$ cat src/rtl/sdr_proto_mon.sv
// SDRAM command-bus protocol monitor: per-bank ACT/PRE timing checks; violations reported one cycle after the command edge.
// Passive observer with no backpressure. Optional tRAS checking is compiled in with `define SDR_MON_TRAS_EN.
module sdr_proto_mon #(
    parameter int NUM_BANKS = 4,
    parameter int BA_W      = 2,
    parameter int TRCD      = 3,
    parameter int TRP       = 3,
    parameter int TRAS      = 6
) (
    input  logic                 sdram_clk,
    input  logic                 sdram_resetn,
    input  logic                 sdr_cke,
    input  logic                 sdr_cs_n,
    input  logic                 sdr_ras_n,
    input  logic                 sdr_cas_n,
    input  logic                 sdr_we_n,
    input  logic [BA_W-1:0]      sdr_ba,
    input  logic [12:0]          sdr_addr,
    input  logic                 err_clr,
    output logic                 err_valid,
    output logic [2:0]           err_code,
    output logic [BA_W-1:0]      err_bank,
    output logic [NUM_BANKS-1:0] err_sticky,
    output logic [15:0]          err_count
);
    localparam logic [1:0] S_IDLE   = 2'd0;
    localparam logic [1:0] S_OPEN   = 2'd1;
    localparam logic [1:0] S_PRECHG = 2'd2;

    logic                 w_cmd_vld;
    logic [2:0]           w_rcw;
    logic                 w_act, w_rd, w_wr, w_pre, w_ref, w_lmr, w_bst;
    logic                 w_all, w_banked;
    logic [NUM_BANKS-1:0] w_tgt, w_idle, w_open, w_prechg, w_rcd_ok, w_ras_busy;
    logic                 w_v1, w_v2, w_v3, w_v4, w_v5;
    logic [BA_W-1:0]      w_b3, w_b4, w_b5;
    logic [2:0]           w_code;
    logic [BA_W-1:0]      w_bank;
    logic                 w_viol;
    logic [NUM_BANKS-1:0] w_bank_oh;
    logic                 w_unused;

    logic                 r_err_valid;
    logic [2:0]           r_err_code;
    logic [BA_W-1:0]      r_err_bank;
    logic [NUM_BANKS-1:0] r_err_sticky;
    logic [15:0]          r_err_count;

    assign w_cmd_vld = sdr_cke & ~sdr_cs_n;
    assign w_rcw     = {sdr_ras_n, sdr_cas_n, sdr_we_n};
    assign w_act     = w_cmd_vld & (w_rcw == 3'b011);
    assign w_rd      = w_cmd_vld & (w_rcw == 3'b101);
    assign w_wr      = w_cmd_vld & (w_rcw == 3'b100);
    assign w_pre     = w_cmd_vld & (w_rcw == 3'b010);
    assign w_ref     = w_cmd_vld & (w_rcw == 3'b001);
    assign w_lmr     = w_cmd_vld & (w_rcw == 3'b000);
    assign w_bst     = w_cmd_vld & (w_rcw == 3'b110);
    // Precharge-all, refresh and mode-register commands touch every bank
    assign w_all     = (w_pre & sdr_addr[10]) | w_ref | w_lmr;
    assign w_banked  = w_act | w_rd | w_wr | w_bst | w_pre;
    assign w_unused  = ^{sdr_addr[12:11], sdr_addr[9:0], 4'(TRAS)};

    for (genvar g = 0; g < NUM_BANKS; g++) begin : g_bank
        logic       w_sel;
        logic [1:0] r_state;
        logic [3:0] r_trcd;
        logic [3:0] r_trp;

        assign w_sel         = (sdr_ba == BA_W'(g));
        assign w_tgt[g]      = w_all | (w_banked & w_sel);
        assign w_idle[g]     = (r_state == S_IDLE);
        assign w_open[g]     = (r_state == S_OPEN);
        assign w_prechg[g]   = (r_state == S_PRECHG);
        assign w_rcd_ok[g]   = (r_trcd == 4'd0);

        always_ff @(posedge sdram_clk or negedge sdram_resetn) begin
            if (!sdram_resetn) begin
                r_state <= S_IDLE;
                r_trcd  <= 4'd0;
                r_trp   <= 4'd0;
            end else begin
                case (r_state)
                    S_IDLE: begin
                        if (w_act && w_sel) begin
                            r_state <= S_OPEN;
                            r_trcd  <= 4'(TRCD - 1);
                        end
                    end
                    S_OPEN: begin
                        if (r_trcd != 4'd0) r_trcd <= r_trcd - 4'd1;
                        if (w_pre && (sdr_addr[10] || w_sel)) begin
                            r_state <= S_PRECHG;
                            r_trp   <= 4'(TRP - 1);
                        end
                    end
                    S_PRECHG: begin
                        if (r_trp != 4'd0) r_trp <= r_trp - 4'd1;
                        else if (!w_tgt[g]) r_state <= S_IDLE;
                    end
                    default: r_state <= S_IDLE;
                endcase
            end
        end

`ifdef SDR_MON_TRAS_EN
        logic [3:0] r_tras;
        always_ff @(posedge sdram_clk or negedge sdram_resetn) begin
            if (!sdram_resetn) r_tras <= 4'd0;
            else if (w_idle[g] && w_act && w_sel) r_tras <= 4'(TRAS - 1);
            else if (w_open[g] && r_tras != 4'd0) r_tras <= r_tras - 4'd1;
        end
        assign w_ras_busy[g] = w_open[g] && (r_tras != 4'd0);
`else
        assign w_ras_busy[g] = 1'b0;
`endif
    end

    // Descending scan so the lowest offending bank is the one left standing
    always_comb begin
        w_v3 = 1'b0; w_b3 = '0;
        w_v4 = 1'b0; w_b4 = '0;
        w_v5 = 1'b0; w_b5 = '0;
        for (int b = NUM_BANKS - 1; b >= 0; b--) begin
            if (w_pre && (sdr_addr[10] || sdr_ba == BA_W'(b)) && w_ras_busy[b]) begin
                w_v3 = 1'b1; w_b3 = BA_W'(b);
            end
            if ((w_ref || w_lmr) && !w_idle[b]) begin
                w_v4 = 1'b1; w_b4 = BA_W'(b);
            end
            if (w_tgt[b] && w_prechg[b]) begin
                w_v5 = 1'b1; w_b5 = BA_W'(b);
            end
        end
    end

    assign w_v1 = w_act && !w_idle[sdr_ba];
    assign w_v2 = (w_rd || w_wr) && !(w_open[sdr_ba] && w_rcd_ok[sdr_ba]);

    always_comb begin
        w_code = 3'd0;
        w_bank = '0;
        if (w_v1)      begin w_code = 3'd1; w_bank = sdr_ba; end
        else if (w_v2) begin w_code = 3'd2; w_bank = sdr_ba; end
        else if (w_v3) begin w_code = 3'd3; w_bank = w_b3;   end
        else if (w_v4) begin w_code = 3'd4; w_bank = w_b4;   end
        else if (w_v5) begin w_code = 3'd5; w_bank = w_b5;   end
    end

    assign w_viol    = (w_code != 3'd0);
    assign w_bank_oh = w_viol ? (NUM_BANKS'(1) << w_bank) : '0;

    always_ff @(posedge sdram_clk or negedge sdram_resetn) begin
        if (!sdram_resetn) begin
            r_err_valid  <= 1'b0;
            r_err_code   <= 3'd0;
            r_err_bank   <= '0;
            r_err_sticky <= '0;
            r_err_count  <= 16'd0;
        end else begin
            r_err_valid  <= w_viol;
            r_err_code   <= w_code;
            r_err_bank   <= w_bank;
            r_err_sticky <= (err_clr ? '0 : r_err_sticky) | w_bank_oh;
            if (err_clr) r_err_count <= {15'd0, w_viol};
            else if (w_viol && r_err_count != 16'hFFFF) r_err_count <= r_err_count + 16'd1;
        end
    end

    assign err_valid  = r_err_valid;
    assign err_code   = r_err_code;
    assign err_bank   = r_err_bank;
    assign err_sticky = r_err_sticky;
    assign err_count  = r_err_count;
endmodule

$ cat config.mk
export PLATFORM = sky130hd
export DESIGN_NAME = sdr_proto_mon
export DESIGN_NICKNAME = d
export VERILOG_FILES = /design/src/rtl/sdr_proto_mon.sv
export SDC_FILE = /design/constraint.sdc
export NUM_CORES = 1
export LEC_CHECK = 0
export CORE_ASPECT_RATIO = 0.8
export CORE_MARGIN = 5
export CORE_UTILIZATION = 40
export CTS_CLUSTER_DIAMETER = 40
export CTS_CLUSTER_SIZE = 24
export DETAILED_ROUTE_END_ITERATION = 6
export PLACE_DENSITY = 0.74
export REMOVE_ABC_BUFFERS = 1
export SETUP_SLACK_MARGIN = 0.15
export SLEW_MARGIN = 10
export SYNTH_ARGS = -nofsm -noshare
export SYNTH_HDL_FRONTEND = slang
export SYNTH_SLANG_ARGS = --single-unit
$ cat constraint.sdc
create_clock -name sdram_clk -period 2.25 [get_ports sdram_clk]
set_input_delay 0.45 -clock sdram_clk [delete_from_list [all_inputs] [get_ports sdram_clk]]
set_output_delay 0.45 -clock sdram_clk [all_outputs]
set_load 0.01 [all_outputs]
==> reports/metrics.cfg <==
[status]
outcome=complete, but fails checks
violations=negative setup slack

[power_and_ir_drop]
p_int_mw=3.776
p_per_area_nw_per_um2=1025
p_switching_mw=1.912
p_leak_nw=2.424
power_frac_comb_pct=39.7
swShare_pct=33.62
vdd_drop_max_uv=716.4
p_clk_share_pct=27.8
p_seq_share_pct=32.5

[hold_path]
worstHoldPathType=primary input to async pin

[clock_network]
h-tree-depth=3
cts_tree=yes
cts_buffers=9
cts_max_path_buffers=2
worstSkewPairLatency_ns=0.34
cts_root_buf=clkbuf_16
numClockSinks=66
clk_pin_slew_ns=0.06
postCtsHoldBufs=0

[global_route]
grt_max_degree=67
met2_usage_pct=30.96
grt_usage_pct=18.38
grt_remaining_overflow=0
first_global_vias=3674
grt_pass1_wl_mm=17.57
use_met1_pct=22.73
antenna_found_initial=0
grtUsageMet3_pct=5.773
gr-max-usage-layer=met2

[synth]
yosys.area.top_type=dfrtp_1
synth_ff_type=dfrtp_1
syn-cell-area_um2=3761
syn_inst=407
syn_avg_cell_area_um2=9.241
synth_area_leaders=dfrtp_1 44%, nor2_1 4.5%, ha_1 4.3%
async_flop_share_pct=100.0
yosysWarningCount=0
yosysSeqAreaShare_pct=43.91
synth_cell_types=58
synth_top_area_share_pct=43.91
synth-edff-count=0
synth_seq_cells=66

[critical_path]
start_kind=register
worstReg2RegStart=g_bank[0].r_trcd[0]$_DFFE_PN0P_
startpoint=g_bank[0].r_trcd[0]$_DFFE_PN0P_
worst_setup_path_end_kind=register
ff2ff_setup_slack_ns=-0.04
crit_arrival_ns=2.55
r2r_end=err_count[4]$_DFFE_PN0P_
cp.required_ns=2.51
critPathKind=register to register
reg2regPathDepth=12
cp_max_fo=6

[timing]
timing.hold.ws_ns=0.1222
timing.fmax_mhz=437.4
slew_headroom_pct=62.29
worst_pin_slew_ns=0.5641
finalClockSkew_ns=0.006203
final.period_utilization_pct=101.6
drv_slew=0
post-route-min-period_ns=2.286
hold_viol=0
setup_ws_ns=-0.03633
setup_violations=1
rsz0062_at_grt=yes

[cells_and_area]
drive_gt1_share_pct=32.22
area_growth_pct=47.50
nets=568
num-fill-cells=712
fin_util_pct=60.86
diodes=0
final_cells=652

[die]
dieWidth_um=118.4
dieArea_um2=11450
start_util_pct=41.26
rows=31
die_y_um=96.73
io_pins=49
coreArea_um2=9115

[drt]
drc=0
post_drt_wl_per_cell_um=16.11
drt_pre_antenna_iters=5
vias=3581
routed_wl_mm=10.51
viasPerCell=5.492
first_iter_violations=265
ant_nets=0

[place]
place_congestion=0.9140
port_buffers=36
place_inst=612
dp_hpwl_mm=7.095

[job]
cap_violations=0

[kinds of logic (layout without fill, tap and decap cells)]
logic type	after synthesis	in the layout	synth area share (%)
multiplexers	9	9	3.160
XOR/XNOR	14	14	3.260
AO/OA/AOI/OAI	99	99	17.40
flip-flops	66	66	43.91
buffers and inverters	34	164	4.258
AND/OR/NAND/NOR	172	172	23.69
adder cells (fa/ha/maj)	13	13	4.325
[cells in the mapped netlist, drive strengths merged (2+ instances only)]
cell type / count
dfrtp: 66
nor2: 46
nand2: 35
o21ai: 28
a21oi: 26
inv: 24
nand2b: 14
ha: 13
xor2: 12
nand3: 11
nor3: 10
or3: 10
or4: 9
a22oi: 8
buf: 8
nor2b: 8
nor3b: 8
o31ai: 8
a22o: 6
or2: 6
a31oi: 4
and2: 4
mux2i: 4
a21o: 3
mux2: 3
nor4: 3
o211ai: 3
o2bb2ai: 3
a211oi: 2
and3: 2
clkbuf: 2
mux4: 2
nand4: 2
xnor2: 2
[state kept, by name (all words and copies together) (netlist names)]
| register | flops |
|---|---|
| g_bank.r_trcd | 16 |
| err_bank | 2 |
| err_valid | 1 |
| g_bank.r_state | 8 |
| err_sticky | 4 |
| g_bank.r_trp | 16 |
| err_count | 16 |
| err_code | 3 |
[worst max path at each step]
stage	endpoint	slack [ns]	cells past startpoint
finish	err_count[4]$_DFFE_PN0P_	-0.04	12
CTS	err_count[4]$_DFFE_PN0P_	-0.008	12
global route	err_count[4]$_DFFE_PN0P_	-0.11	12
floorplan	err_count[1]$_DFFE_PN0P_	-0.03	9
global placement	err_count[0]$_DFFE_PN0P_	-0.52	8
detailed placement	err_count[11]$_DFFE_PN0P_	-0.53	10
[timing repair]
item                       in CTS  in global routing
setup endpoints to repair      34                 23
gates cloned                    2                  0
pin swaps                      30                 14
gates resized for setup        55                 26
setup buffers                  19                  3
[worst max-delay path, cell delays in order (launching register included)]
cell,delay [ns]
dfrtp_1,0.35
inv_2,0.06
ha_4,0.15
nor3b_4,0.15
buf_6,0.12
a22oi_2,0.22
a21oi_4,0.10
o21ai_4,0.17
o21ai_4,0.12
buf_12,0.14
buf_16,0.12
or3_1,0.36
a21oi_1,0.15
[metal layers]
layer  share of wire (%)  vias to the layer above  wire, um
li1                    -                     1702         -
met1                  42                     1763      4406
met2                  51                      106      5319
met3                 6.2                       10       651
met4                 1.2                        0       127
met5                   0                        -         0
[stage by stage]
stage	instance area (um^2)	TNS, ns	setup slack, ns	power [mW]
detailed placement	4696	-14.56	-0.5331	3.645
floorplan	3691	-0.06006	-0.03209	2.869
finish	5548	-0.03633	-0.03633	5.688
global placement	4696	-12.25	-0.5209	3.532
CTS	5435	-0.007748	-0.007748	5.581
global route	5548	-1.077	-0.1054	6.057
[layout make-up]
type	instances	area (um^2)	share of cell area (%)
multi-input combinational	307	2208	39.81
sequential	66	1655	29.84
timing repair buffer	124	1109	19.98
clock buffer	12	266.5	4.804
tap	115	143.9	2.594
inverter	24	92.59	1.669
clock inverter	4	72.57	1.308
[power by group through the flow]
stage               registers, mW  logic, mW  clock network (mW)
CTS                          1.83       2.15                1.60
detailed placement           1.82       1.82                   0
finish                       1.85       2.26                1.58
global route                 1.90       2.50                1.66
global placement             1.80       1.73                   0
floorplan                    1.81       1.05                   0
[cells in the final DEF, fill, tap and decap left out, types with 9 or more instances in the layout]
| cell type | Yosys | layout |
|---|---|---|
| o21ai_0 | 20 | 19 |
| buf_4 | 0 | 75 |
| nand3_1 | 11 | 10 |
| clkdlybuf4s50_1 | 0 | 28 |
| ha_1 | 13 | 11 |
| nor2_1 | 45 | 42 |
| nor3_1 | 10 | 9 |
| inv_1 | 23 | 19 |
| nand2b_1 | 14 | 10 |
| clkbuf_16 | 0 | 10 |
| a21oi_1 | 24 | 19 |
| nand2_1 | 34 | 33 |
| or3_1 | 10 | 10 |
| xor2_1 | 12 | 12 |
| dfrtp_1 | 66 | 63 |
No activity file was read; power rests on OpenSTA's default activity.
